## config.mk

```make
export PLATFORM = sky130hd
export DESIGN_NAME = store_buffer
export DESIGN_NICKNAME = d
export VERILOG_FILES = /design/src/rtl/store_buffer_pkg.sv /design/src/rtl/store_buffer_fifo.sv /design/src/rtl/store_buffer.sv
export SDC_FILE = /design/constraint.sdc
export NUM_CORES = 1
export LEC_CHECK = 0
export BUFFER_PORTS_ARGS = -buffer_cell sky130_fd_sc_hd__buf_2
export CORE_MARGIN = 1
export CORE_UTILIZATION = 58
export DETAILED_ROUTE_END_ITERATION = 12
export GPL_TIMING_DRIVEN = 0
export PLACE_DENSITY = 0.84
export SLEW_MARGIN = 20
export SYNTH_ARGS = -nofsm -noshare
export SYNTH_HDL_FRONTEND = slang
export SYNTH_SLANG_ARGS = --single-unit
```

## constraint.sdc

```tcl
create_clock -name clk -period 4.04 [get_ports clk]
set_clock_uncertainty 0.05 [all_clocks]
set_input_delay 0.404 -clock clk [delete_from_list [all_inputs] [get_ports clk]]
set_output_delay 0.404 -clock clk [all_outputs]
set_load 0.05 [all_outputs]
```

## src/rtl/store_buffer_pkg.sv

```systemverilog
// Shared types and helpers for the store buffer: default depth, entry record,
// and the byte-lane merge used for single-cycle read-modify-write drains.
package store_buffer_pkg;

  localparam int SB_DEPTH = 4;

  typedef struct packed {
    logic [31:2] addr;
    logic [31:0] data;
    logic [3:0]  be;
  } sb_entry_t;

  // Lanes with be set take the new store data; the rest keep the memory word.
  function automatic logic [31:0] merge_lanes(input logic [31:0] new_data,
                                              input logic [3:0]  be,
                                              input logic [31:0] old_data);
    logic [31:0] r;
    r = old_data;
    for (int i = 0; i < 4; i++) begin
      if (be[i]) r[i*8 +: 8] = new_data[i*8 +: 8];
    end
    return r;
  endfunction

endpackage

```

## src/rtl/store_buffer_fifo.sv

```systemverilog
// Circular pending-store FIFO: head/tail pointers, occupancy count and a
// per-slot valid bit so the parent can compare load addresses against entries.
module store_buffer_fifo
  import store_buffer_pkg::*;
#(
  parameter int DEPTH = SB_DEPTH,
  localparam int PW = (DEPTH > 1) ? $clog2(DEPTH) : 1,
  localparam int CW = $clog2(DEPTH + 1)
) (
  input  logic         clk,
  input  logic         reset,
  input  logic         push,
  input  sb_entry_t    push_entry,
  input  logic         pop,
  output sb_entry_t    head_entry,
  output logic [31:2]  entry_addr [DEPTH],
  output logic [DEPTH-1:0] valid,
  output logic         full,
  output logic         empty
);

  sb_entry_t       mem [DEPTH];
  logic [PW-1:0]   head;
  logic [PW-1:0]   tail;
  logic [CW-1:0]   count;

  // Pointers wrap naturally because DEPTH is a power of two.
  always_ff @(posedge clk or negedge reset) begin
    if (!reset) begin
      head  <= '0;
      tail  <= '0;
      count <= '0;
      valid <= '0;
    end else begin
      if (pop) begin
        valid[head] <= 1'b0;
        head        <= head + 1'b1;
      end
      if (push) begin
        valid[tail] <= 1'b1;
        tail        <= tail + 1'b1;
      end
      unique case ({push, pop})
        2'b10:   count <= count + 1'b1;
        2'b01:   count <= count - 1'b1;
        default: count <= count;
      endcase
    end
  end

  // Payload storage needs no reset; the valid bits and count own occupancy.
  always_ff @(posedge clk) begin
    if (push) mem[tail] <= push_entry;
  end

  always_comb begin
    for (int i = 0; i < DEPTH; i++) entry_addr[i] = mem[i].addr;
  end

  assign head_entry = mem[head];
  assign full       = (count == CW'(DEPTH));
  assign empty      = (count == '0);

endmodule

```

## src/rtl/store_buffer.sv

```systemverilog
// Store buffer between the memory stage and a single-port data memory:
// queues stores, drains them with byte-lane RMW, and stalls conflicting loads.
module store_buffer
  import store_buffer_pkg::*;
#(
  parameter int DEPTH = SB_DEPTH
) (
  input  logic        clk,
  input  logic        reset,
  input  logic        st_req,
  input  logic [31:2] st_addr,
  input  logic [31:0] st_data,
  input  logic [3:0]  st_be,
  output logic        st_ready,
  input  logic        ld_req,
  input  logic [31:2] ld_addr,
  output logic        ld_stall,
  output logic [31:2] dm_A,
  output logic [31:0] dm_D,
  output logic        dm_E,
  input  logic [31:0] dm_O,
  output logic        sb_empty
);

  // Handshakes: a store transfers on any cycle with st_req && st_ready, and the
  // requester holds st_req and its payload stable until then; a load completes
  // on any cycle with ld_req && !ld_stall, otherwise it is held and retried.

  sb_entry_t        head_entry;
  sb_entry_t        new_entry;
  logic [31:2]      entry_addr [DEPTH];
  logic [DEPTH-1:0] valid;
  logic             full;
  logic             empty;
  logic             push;
  logic             pop;
  logic             hit;

  assign st_ready  = !full;
  assign push      = st_req && st_ready && (st_be != 4'b0000);
  assign new_entry = '{addr: st_addr, data: st_data, be: st_be};

  always_comb begin
    hit = 1'b0;
    for (int i = 0; i < DEPTH; i++) begin
      if (valid[i] && (entry_addr[i] == ld_addr)) hit = 1'b1;
    end
  end

  // Drain whenever the port is free, a load would read a word still queued
  // here, or the buffer is full and must make room.
  assign pop = !empty && (!ld_req || hit || full);

  store_buffer_fifo #(.DEPTH(DEPTH)) u_fifo (
    .clk        (clk),
    .reset      (reset),
    .push       (push),
    .push_entry (new_entry),
    .pop        (pop),
    .head_entry (head_entry),
    .entry_addr (entry_addr),
    .valid      (valid),
    .full       (full),
    .empty      (empty)
  );

  assign dm_E     = pop;
  assign dm_A     = pop ? head_entry.addr : ld_addr;
  assign dm_D     = merge_lanes(head_entry.data, head_entry.be, dm_O);
  assign ld_stall = ld_req && pop;
  assign sb_empty = empty;

endmodule

```

# Word-level counts from Yosys, hierarchy flattened
# Memory sizes are Yosys's and may differ from the RTL's.
# Index checks and enable logic that the tools add are counted.
# Widths: inputs -> output; s select.
# word_totals
mem_count,1
inputBits,132
mem_bits_ro,0
ramBits,264
word_cells,59
reg_bits,11
latchBits,0
# mem_list
name,depth,width,read_ports,rd_ports_with_merged_regs,wr,line_no,source
u_fifo.mem,4,66,5,0,1,store_buffer_fifo.sv:22,sb_entry_t mem [DEPTH];
# classes
n_bitwise,3
eq_ne,7
reduce_logical,18
n_lt_le_gt_ge,4
n_mux,18
addsub,4
div_mod_pow,0
shift,0
n_mul,0
# ops
operator,n
$eq 30x30->1,4
$mux 8,4
$mux 30,1
$logic_and 1x1->1,10
$mux 1,8
$mux 4,2
$lt 2x3->1 const B,2
$pmux 3 s2,1
$add 2x1->2 const B,2
$and 4x4->4,1
$demux 1 s2,2
$ge 2x1->1 const B,2
$not 4->4,1
$or 4x4->4,1
$reduce_bool 4->1,1
$add 3x1->3 const B,1
$eq 3x3->1 const B,1
$logic_not 1->1,3
$logic_not 3->1,1
$sub 3x1->3 const B,1
$eq 2x1->1 const B,1
$eq 2x2->1 const B,1
$logic_or 1x1->1,2
$reduce_bool 2->1,1

# Depth between registers and ports, before layout
# Gate-level depths: netlist of run 1.
# logic_depth
ltp_word,12
depth_mapped,13
mapped_depth_nobuf,12

# Modules after synthesis
# A second synthesis of run 1 with hierarchy kept.
# unflattened
cells_unflattened,785
hier_area_um2,13299.0
# modules_own_cells
mod,n_inst,cells_each,area_per_inst_um2
store_buffer_fifo,1,519,11041.8
store_buffer,1,266,2257.2

# Worst setup path after synthesis of run 1
# No wires, ideal clock.
# synth_path
kind,input to output
startpoint,input port ld_addr[21] in the netlist's numbering
endpoint,output port dm_A[21] in the netlist's numbering
required_time_ps,3586
arrival_time_ps,3001
path_slack_ps,585
path_buffers,4
path_stages,10
cell_sequence,buf_2 nand2b_1 o2111ai_1 a2111oi_0 and3_1 clkbuf_1 or3_1 buf_6 buf_12 o311ai_1
# synth_via
elab_chain_cells,10
elab_cells_between_ends,16
classes_between,eq/ne: 4; mux: 5; reduce/logical: 7
# synth_rtl
item,line_no,source
start: declaration,store_buffer.sv:16,"input logic [31:2] ld_addr,"
$eq 30x30->1,store_buffer.sv:46,if (valid[i] && (entry_addr[i] == ld_addr)) hit = 1'b1;
$logic_and 1x1->1,store_buffer.sv:46,
$mux 1 (4 in series),store_buffer.sv:46,
$logic_or 1x1->1 (2 in series),store_buffer.sv:52,assign pop = !empty && (!ld_req || hit || full);
$logic_and 1x1->1,store_buffer.sv:52,
$mux 30 *,store_buffer.sv:68,assign dm_A = pop ? head_entry.addr : ld_addr;
end: declaration,store_buffer.sv:18,"output logic [31:2] dm_A,"
# Every way passes the cells marked *; elsewhere a longest branch is shown, timed or not.

==> implementation parameters, run 1 <==
Parameter                              Value

Critical path
  Reg-to-Reg Start    u_fifo.mem[0][58]
  Worst Setup End Kind    primary output
  Worst setup path startpoint    u_fifo.mem[0][64]
  End of the critical path    dm_A[17]
  Crit path launch type    flip-flop
  FF-to-FF End    u_fifo.count[2]
  Highest fanout seen on the critical path    10
  Worst Setup Path Type    reg -> out
  Worst-case register-to-register setup slack    640 ps
  Arrival time of the worst setup path    3500 ps
  Required time of the critical path    3590 ps
  Count of cells along the worst register-to-register path    12

Pwr
  Static Leakage    5.76 nW
  Peak supply drop    0.000755 V
  Total power divided by cell area    a little under 800 nW/um^2

Yosys
  Dominant cell by count in the synthesized netlist    sky130_fd_sc_hd__edfxtp_1
  Fraction of synthesis flops using an asynchronous set or reset pin    0.0400
  Post-synth EDFFs    roughly 260
  Cell area after technology mapping    ~14000 um^2
  Fraction of post-synthesis cell area in the top cell type by area    0.580
  Number of nets in the synthesized netlist    1021
  Yosys warns    0
  Most frequent cells after synthesis    sky130_fd_sc_hd__edfxtp_1 (264), sky130_fd_sc_hd__xnor2_1 (117), sky130_fd_sc_hd__mux4_2 (66)
  Flip-flop cell with the highest count after synthesis    sky130_fd_sc_hd__edfxtp_1
  Synth unique cells    46
  Post-Syn Area per Cell    15.6 um^2
  Register bit total from synthesis    ~280
  Instance count of the mapped netlist    879
  Ranking of synthesized cells by area    sky130_fd_sc_hd__edfxtp_1 (58%), sky130_fd_sc_hd__mux4_2 (11%), sky130_fd_sc_hd__xnor2_1 (7.5%)
  Seq/Total Area, Yosys    0.600
  Yosys top cell by area    sky130_fd_sc_hd__edfxtp_1

Die
  Floorplan Core Area    ~23000 um^2
  Die Width    156 um
  Full die area    approximately 24000 um^2
  Number of top-level pins    198
  Std-Cell Rows    55
  Vertical die dimension    ~160 um
  Starting density of the core    0.598

Timing
  Maximum clock frequency    0.253 GHz
  Slew at the pin closest to its max-slew limit    787 ps
  Hold Vio Cnt, Final    0
  Total count of max-transition violations in the final report    0
  RSZ-0062 raised after global routing    true
  Worst max-slew margin expressed relative to the limit    0.475
  Time the final worst path needs with I/O delays and setup    3950 ps
  Total Neg Setup Slack    0 ps
  Final setup vio count    0
  Final period utilization    0.979

Clocking
  H-tree levels    1
  Clock-pin transition on the worst setup and hold timing paths    about 60 ps
  TritonCTS clock tree    done
  Number of buffers created by CTS    28
  Worst-Skew Late Latency    570 ps
  CTS max path bufs    3
  Master cell of the clock root buffer    sky130_fd_sc_hd__clkbuf_16
  TritonCTS sink count    275

Routing
  Remaining antenna violation count    0
  Via count    9279
  Number of search-and-repair iterations in the first detailed-routing pass    5
  Average wire length per cell after detail routing    27.2 um
  Total length of routed met3 wires    3110 um
  Routed wire length    39500 um
  Per-cell via count in the routed design    6.39
  Top Metal Used    met4
  Number of DRC markers after the initial detailed-route iteration    957
  # DRC    0
  Met1 Routed Length    14800 um
  Detailed-routed wire length on met2    19900 um

GRT
  Initial antenna violation count    2
  GRT Resource Usage Total    0.333
  Global-route wire length before repair    58200 um
  Via count of the first global-routing pass    roughly 9400
  GRT overflow    0
  Maximum number of pins on one net before global-route repair    43

Hold path
  Path category of the worst min-delay check    in -> reg
  Critical hold path startpoint    st_data[19]
  Min-Delay Path Depth    1

Cells and area
  Proportion of layout cells with a drive suffix above 1    0.346
  Area overhead of the layout relative to synthesis    19.1%
  Layout Cells excl Fill    1453
  Total number of nets in the final design    1258

Placement
  RePlAce Congestion    roughly 1.0
  Final HPWL DP    around 27000 um
  Post-placement cell count    1363
  Count of buffers from port buffering    between 150 and 200

Outcome
  Outcome    complete, no violations

Flow run
  Number of max-cap violations    0
-- cells in the final DEF, fill, tap and decap left out, types with 28 or more instances in the layout --
master,instances
sky130_fd_sc_hd__a22oi_1,32
sky130_fd_sc_hd__o31ai_1,32
sky130_fd_sc_hd__and2_1,32
sky130_fd_sc_hd__clkbuf_1,28
sky130_fd_sc_hd__edfxtp_1,264
sky130_fd_sc_hd__clkbuf_16,28
sky130_fd_sc_hd__mux2_2,32
sky130_fd_sc_hd__xnor2_1,117
sky130_fd_sc_hd__dlygate4sd3_1,37
sky130_fd_sc_hd__nand2_1,40
sky130_fd_sc_hd__mux4_2,66
sky130_fd_sc_hd__nand4_1,52
sky130_fd_sc_hd__buf_2,205
-- cell type report --
cell class	count	area, um^2
Inverter	13	48.8
Clock inverter	16	155
Sequential cell	275	8200
Timing Repair Buffer	208	1300
Multi-Input combinational cell	512	5030
Clock buffer	36	741
Buffer	78	410
Tap cell	313	392
Fill cell	1486	6570
Antenna cell	2	5.00
-- critical path, stage by stage (launching register included) --
cell,delay (ps)
sky130_fd_sc_hd__edfxtp_1,420
sky130_fd_sc_hd__xnor2_1,390
sky130_fd_sc_hd__nand4_1,160
sky130_fd_sc_hd__a2111oi_0,340
sky130_fd_sc_hd__and3_1,230
sky130_fd_sc_hd__clkbuf_1,400
sky130_fd_sc_hd__clkbuf_1,460
sky130_fd_sc_hd__o31ai_1,160
sky130_fd_sc_hd__o211ai_2,80
sky130_fd_sc_hd__buf_2,290
-- worst min path at each step --
stage | to | slack (ps)
global placement | u_fifo.tail[0] | 240
finish | u_fifo.mem[0][23] | 20
floorplan | u_fifo.count[0] | 60
CTS | u_fifo.mem[0][14] | 1
global route | u_fifo.mem[3][60] | 10
detailed placement | u_fifo.tail[0] | 240
-- repair_timing --
item                                   4_1_cts  5_1_grt
setup endpoints to repair                    7       35
hold buffers                                37        0
buffers inserted                             0        0
pin swaps                                    0        1
resized for setup                            1       16
cloned                                       0        0
endpoints found under the hold margin      142        0
-- power by group --
group          switching, mW  internal [mW]
Combinational           3.87           2.06
Sequential             0.273           3.75
Clock                   1.12           1.43
Total                   5.27           7.24
-- registers in the layout, indices dropped and copies added (netlist names) --
register	count
u_fifo.tail	2
u_fifo.valid	4
u_fifo.count	3
u_fifo.mem	264
u_fifo.head	2
-- per-layer routing --
layer,vias to the layer above,global-route usage
li1,3947,-
met1,4657,0.429
met2,564,0.567
met3,111,0.0546
met4,0,0.139
met5,-,0
-- per-stage QoR --
stage	power, mW	worst slack (ps)	instance area [um^2]	hold slack (ps)	utilization
after floorplan	8.38	585	13700	58.4	-
after global placement	9.71	-365	14900	237	0.652
after detailed placement	9.84	335	15000	236	0.657
after CTS	12.4	17.9	16300	1.35	0.712
after global routing	12.9	-8.62	16300	10.3	0.713
final	12.5	85.1	16300	21.0	0.713
-- cells by family after synthesis --
group | synth area share
flops | 0.600
simple gates | 0.0696
xor+xnor | 0.0811
compound gates | 0.0707
mux | 0.136
buf+inv | 0.0330
fa+ha+maj | 0.00970
Power figures use the tool's default switching activity.
==> run 2: changes to the inputs <==
--- a/config.mk
+++ b/config.mk
@@ -8,9 +8,11 @@
 export BUFFER_PORTS_ARGS = -buffer_cell sky130_fd_sc_hd__buf_2
 export CORE_MARGIN = 1
 export CORE_UTILIZATION = 58
+export CTS_CLUSTER_DIAMETER = 100
 export DETAILED_ROUTE_END_ITERATION = 12
 export GPL_TIMING_DRIVEN = 0
 export PLACE_DENSITY = 0.84
+export REMOVE_ABC_BUFFERS = 1
 export SLEW_MARGIN = 20
 export SYNTH_ARGS = -nofsm -noshare
 export SYNTH_HDL_FRONTEND = slang
==> run 2 against run 1 <==
Non-clock buffer count fell by 72. Sequential cell count did not move. Clock-buffer cell count shrank 3. Register-to-register slack better by 140 ps. Cell count fell by 4.8%. Die area stayed put. Sequential power up 2%. Critical path depth unchanged. Via count fell by 5.7%. Utilization shrank 1.7 points. Clock power down 6%.
==> implementation parameters, run 2 (synthesized netlist as in run 1, its figures left out) <==
Parameter                              Value

Outcome
  Outcome    complete, no violations

Critical path
  Reg-to-Reg Start    u_fifo.mem[2][64]
  Arrival time of the worst setup path    roughly 3400 ps
  Worst Setup Path Type    reg -> out
  Crit path launch type    flip-flop
  Required time of the critical path    3590 ps
  Highest fanout seen on the critical path    29
  Worst Setup End Kind    primary output
  Worst setup path startpoint    u_fifo.mem[0][45]

Clocking
  Clock-pin transition on the worst setup and hold timing paths    60 ps
  H-tree levels    1
  Master cell of the clock root buffer    sky130_fd_sc_hd__clkbuf_16
  TritonCTS sink count    around 280
  Number of buffers created by CTS    27
  Worst-Skew Late Latency    530 ps
  CTS max path bufs    3
  TritonCTS clock tree    done

Cells and area
  Largest register FFs    approximately 260
  Filler cells    1546
  Proportion of layout cells with a drive suffix above 1    0.371
  Core Util, Final    0.696
  Largest regs    u_fifo.mem x264, u_fifo.valid x4, u_fifo.count x3
  Area of the multi-input gates    5060 um^2
  Commonest non-fill, non-tap cell in the layout    sky130_fd_sc_hd__edfxtp_1
  Total number of nets in the final design    1185
  Area overhead of the layout relative to synthesis    16.3%
  Sequential cell area    8210 um^2
  Largest Register    u_fifo.mem
  Commonest cells after routing, fill and taps aside    sky130_fd_sc_hd__edfxtp_1 (264), sky130_fd_sc_hd__buf_2 (197), sky130_fd_sc_hd__xnor2_1 (116), sky130_fd_sc_hd__mux4_2 (66), sky130_fd_sc_hd__nand4_1 (52)

Timing
  Final setup vio count    0
  Maximum clock frequency    about 0.26 GHz
  Slew at the pin closest to its max-slew limit    1080 ps
  Worst max-slew margin expressed relative to the limit    0.274
  Hold Vio Cnt, Final    0
  Final worst slack    165 ps
  Total count of max-transition violations in the final report    0
  Final period utilization    0.959
  Time the final worst path needs with I/O delays and setup    3870 ps
  RSZ-0062 raised after global routing    false
  Post-route worst hold slack    30.0 ps

Die
  Std-Cell Rows    55
  Full die area    24200 um^2
  Die Width    approximately 160 um
  Vertical die dimension    156 um
  Number of top-level pins    198
  Starting density of the core    0.598
  Floorplan Core Area    22800 um^2

Pwr
  Share of power burned in the clock network    0.197
  Sequential share of power    0.338
  Switch share    0.410
  Cell internal power dissipation    7.16 mW
  Relative contribution of combinational cells to total power    0.465
  Static Leakage    5.56 nW
  Peak supply drop    0.000574 V
  Total power divided by cell area    about 760 nW/um^2
  Total net switching power    around 5.0 mW
  Total power    12.1 mW

Placement
  Final HPWL DP    24300 um
  RePlAce Congestion    0.936
  Setup slack after placement    -24.2 ps
  Count of buffers from port buffering    197

Routing
  Routed wire length    between 30000 and 40000 um
  Number of search-and-repair iterations in the first detailed-routing pass    5
  Via count    approximately 9000
  Number of DRC markers after the initial detailed-route iteration    between 900 and 1000
  # DRC    0
  Average wire length per cell after detail routing    between 20 and 30 um
  Remaining antenna violation count    0
  Per-cell via count in the routed design    6.33

Hold path
  Critical hold path startpoint    st_data[29]
  Path category of the worst min-delay check    in -> reg

GRT
  GRT overflow    0
  Initial antenna violation count    7
  GRT Resource Usage Total    0.297
  Global-route wire length before repair    52100 um
  Maximum number of pins on one net before global-route repair    53
  Via count of the first global-routing pass    8662

Flow run
  Number of max-cap violations    0
==> run 2: repair_timing <==
action,in CTS,in global routing
hold buffers,1,0
endpoints found under the hold margin,11,0
setup buffers,1,1
setup endpoints to repair,30,30
pin swaps,1,1
gates resized for setup,2,2
==> run 2: routing by layer <==
layer,part of all wire,GRT usage,vias to the layer above
li1,-,-,3804
met1,0.38,0.387,4424
met2,0.50,0.500,448
met3,0.088,0.0588,74
met4,0.032,0.107,4
met5,0.00045,0,-
==> run 2: cell type report <==
| cell class | instances | area share |
|---|---|---|
| Clock buffer | 33 | 0.0439 |
| Sequential cell | 275 | 0.517 |
| Tap cell | 313 | 0.0246 |
| Antenna cell | 6 | 0.000945 |
| Timing Repair Buffer | 214 | 0.0832 |
| Multi-Input combinational cell | 512 | 0.319 |
| Clock inverter | 17 | 0.00905 |
| Inverter | 13 | 0.00307 |
==> run 2: worst max-delay path, stage by stage (launching register included) <==
cell and delay [ps]:
sky130_fd_sc_hd__edfxtp_1 400, sky130_fd_sc_hd__xnor2_1 470, sky130_fd_sc_hd__nand4_1 170, sky130_fd_sc_hd__nor4_1 440, sky130_fd_sc_hd__and3_2 390, sky130_fd_sc_hd__buf_12 240
sky130_fd_sc_hd__or3_4 200, sky130_fd_sc_hd__buf_12 170, sky130_fd_sc_hd__o211ai_2 140, sky130_fd_sc_hd__buf_2 250
==> run 2: path summary, 6_finish.rpt <==
path | slack (ps) | end | depth (start not counted)
worst max register to register | 780 | u_fifo.count[2] | 12
worst min register to register | 470 | u_fifo.count[2] | 1
min in group asynchronous | 240 | u_fifo.tail[0] | 2
worst max-delay path | 170 | dm_A[16] | 9
max in group asynchronous | 3450 | u_fifo.head[1] | 2
worst min-delay path | 30 | u_fifo.mem[2][33] | 1
==> run 2: power groups by stage <==
stage	Clock (mW)	Sequential [mW]	Combinational, mW
final	2.40	4.11	5.64
after floorplan	0	4.22	4.13
after global placement	0	4.44	5.29
after CTS	2.43	4.11	5.66
after global routing	2.53	4.15	5.95
after detailed placement	0	4.15	5.63
==> run 2: per-stage QoR <==
stage	setup TNS [ps]	instances	area, um^2
floorplan	-24090	800	13300
global placement	-257680	1310	14600
detailed placement	-77.3	1324	15000
CTS	0	1376	15800
global route	0	1380	15900
finish	0	1383	15900
==> run 3: changes to the inputs <==
--- a/config.mk
+++ b/config.mk
@@ -5,14 +5,15 @@
 export SDC_FILE = /design/constraint.sdc
 export NUM_CORES = 1
 export LEC_CHECK = 0
-export BUFFER_PORTS_ARGS = -buffer_cell sky130_fd_sc_hd__buf_2
 export CORE_MARGIN = 1
-export CORE_UTILIZATION = 58
+export CORE_UTILIZATION = 64
 export CTS_CLUSTER_DIAMETER = 100
 export DETAILED_ROUTE_END_ITERATION = 12
+export DONT_BUFFER_PORTS = 1
 export GPL_TIMING_DRIVEN = 0
-export PLACE_DENSITY = 0.84
+export PLACE_DENSITY = 0.83
 export REMOVE_ABC_BUFFERS = 1
+export SETUP_SLACK_MARGIN = 0.4
 export SLEW_MARGIN = 20
 export SYNTH_ARGS = -nofsm -noshare
 export SYNTH_HDL_FRONTEND = slang
==> run 3 against run 2 <==
Sequential share of layout area down 0.97 points. Non-clock buffer count down 108. Cell count down 11%. First-iteration DRC count up 0.42%. Maximum frequency up 4.1%. Sequential power about the same. Combinational power up 3%. Clock power up 8.8%. Worst hold slack better by 220 ps. Register-to-register slack worse by 210 ps. Largest power group unchanged.
==> implementation parameters, run 3 (synthesized netlist as in run 1, its figures left out) <==
Parameter                              Value

Outcome
  Outcome    complete, no violations

Critical path
  Worst path cell trace    xnor2_2, and4_1, nand4_1, nor4_4, buf_6, or3_4, buf_16, o211ai_1
  Slowest stage cell on the critical path    sky130_fd_sc_hd__o211ai_1
  Worst Setup Path Type    reg -> out
  Required time of the critical path    3590 ps
  Crit path launch type    flip-flop
  Worst Setup End Kind    primary output
  Highest fanout seen on the critical path    12
  Arrival time of the worst setup path    3270 ps
  Number of buffers and inverters on the critical path    2
  Kind of cell with the highest combined delay on the critical path    simple AND/OR/NAND/NOR gates
  Largest incremental delay on the critical path    850 ps

Routing
  Via count    ~8900
  Routed wire length    41800 um
  Total length of routed met3 wires    4640 um
  Detailed-routed wire length on met2    20900 um
  Remaining antenna violation count    0
  Number of search-and-repair iterations in the first detailed-routing pass    5
  Met1 Routed Length    15100 um
  Number of DRC markers after the initial detailed-route iteration    956
  Per-cell via count in the routed design    7.20
  Top Metal Used    met4
  # DRC    0
  Average wire length per cell after detail routing    33.9 um

Die
  Starting density of the core    0.652
  Full die area    21900 um^2
  Vertical die dimension    148 um
  Floorplan Core Area    21000 um^2
  Number of top-level pins    198
  Std-Cell Rows    53
  Die Width    148 um

Timing
  RSZ-0062 raised after global routing    true
  Final setup vio count    0
  Maximum clock frequency    ~0.27 GHz
  Worst max-slew margin expressed relative to the limit    0.208
  Total Neg Setup Slack    0 ps
  Final worst slack    318 ps
  Final period utilization    0.921
  Hold Vio Cnt, Final    0
  Total count of max-transition violations in the final report    0
  Slew at the pin closest to its max-slew limit    1180 ps
  Time the final worst path needs with I/O delays and setup    3720 ps

Cells and area
  Largest register FFs    264
  Sequential cell area    about 8000 um^2
  Commonest cells after routing, fill and taps aside    sky130_fd_sc_hd__edfxtp_1 (264), sky130_fd_sc_hd__xnor2_1 (100), sky130_fd_sc_hd__dlygate4sd3_1 (67), sky130_fd_sc_hd__mux4_2 (66), sky130_fd_sc_hd__nand4_1 (52)
  Proportion of layout cells with a drive suffix above 1    0.258
  Core Util, Final    0.773
  Total number of nets in the final design    1079
  Largest regs    u_fifo.mem x264, u_fifo.valid x4, u_fifo.count x3
  Commonest non-fill, non-tap cell in the layout    sky130_fd_sc_hd__edfxtp_1
  Area of the multi-input gates    5500 um^2
  Area overhead of the layout relative to synthesis    18.5%
  Largest Register    u_fifo.mem
  Filler cells    1121

Flow run
  Number of max-cap violations    0

Clocking
  CTS max path bufs    3
  H-tree levels    1
  TritonCTS clock tree    done
  Worst-Skew Late Latency    580 ps
  Clock-pin transition on the worst setup and hold timing paths    ~60 ps
  TritonCTS sink count    between 200 and 300
  Master cell of the clock root buffer    sky130_fd_sc_hd__clkbuf_16
  Number of buffers created by CTS    28

GRT
  Maximum number of pins on one net before global-route repair    51
  GRT Resource Usage Total    0.377
  GRT overflow    0
  Global-route wire length before repair    59200 um
  Initial antenna violation count    0
  Via count of the first global-routing pass    8736

Placement
  Final HPWL DP    25500 um
  RePlAce Congestion    ~0.93
  Setup slack after placement    -168 ps
  Count of buffers from port buffering    0

Pwr
  Total power divided by cell area    slightly below 800 nW/um^2
  Static Leakage    5.28 nW
  Peak supply drop    approximately 0.00086 V

Hold path
  Path category of the worst min-delay check    in -> async
==> run 3: timing repair <==
action	CTS	global route
endpoints found under the hold margin	275	0
resized for setup	25	35
cloned	1	0
setup buffers	15	10
pin swaps	7	3
hold buffers	67	0
endpoints found under the setup margin	31	31
==> run 3: report_power, final <==
part / switching (mW) / total (mW) / internal [mW]
Combinational: 3.82 / 5.79 / 1.97
Sequential: 0.348 / 4.11 / 3.76
Clock: 1.14 / 2.61 / 1.47
Total: 5.31 / 12.5 / 7.20
==> run 3: area by class of cell <==
| type | instances | area share |
|---|---|---|
| clock buffers | 32 | 0.0442 |
| repair buffers | 106 | 0.0725 |
| inverters | 13 | 0.00301 |
| clock inverters | 19 | 0.0123 |
| multi-input cells | 513 | 0.340 |
| diodes | 1 | 0.000155 |
| flip-flops and latches | 275 | 0.507 |
| well taps | 275 | 0.0212 |
==> run 3: per-layer routing <==
layer / vias up / track usage
li1: 3585 / -
met1: 4558 / 0.507
met2: 650 / 0.636
met3: 93 / 0.0822
met4: 0 / 0.0845
met5: - / 0
==> run 3: through the flow <==
stage	hold slack, ps	total power, mW	instance area [um^2]	instances
final	249	12.5	16200	1234
after global routing	279	12.9	16200	1233
after CTS	249	12.1	15800	1223
after detailed placement	58.8	9.41	14000	1089
after global placement	58.9	9.30	13600	1075
after floorplan	58.4	8.35	13300	800
==> run 3: worst paths after layout <==
check,cells past startpoint,start,to,slack [ps]
hold reg to reg,1,u_fifo.count[2],u_fifo.count[2],500
hold / removal,1,reset,u_fifo.count[0],250
setup reg to reg,12,u_fifo.mem[3][60],u_fifo.count[2],570
setup / recovery,8,u_fifo.mem[3][47],dm_A[19],320
max in group asynchronous,1,reset,u_fifo.head[1],3280
min in group clk,3,st_req,u_fifo.tail[0],370
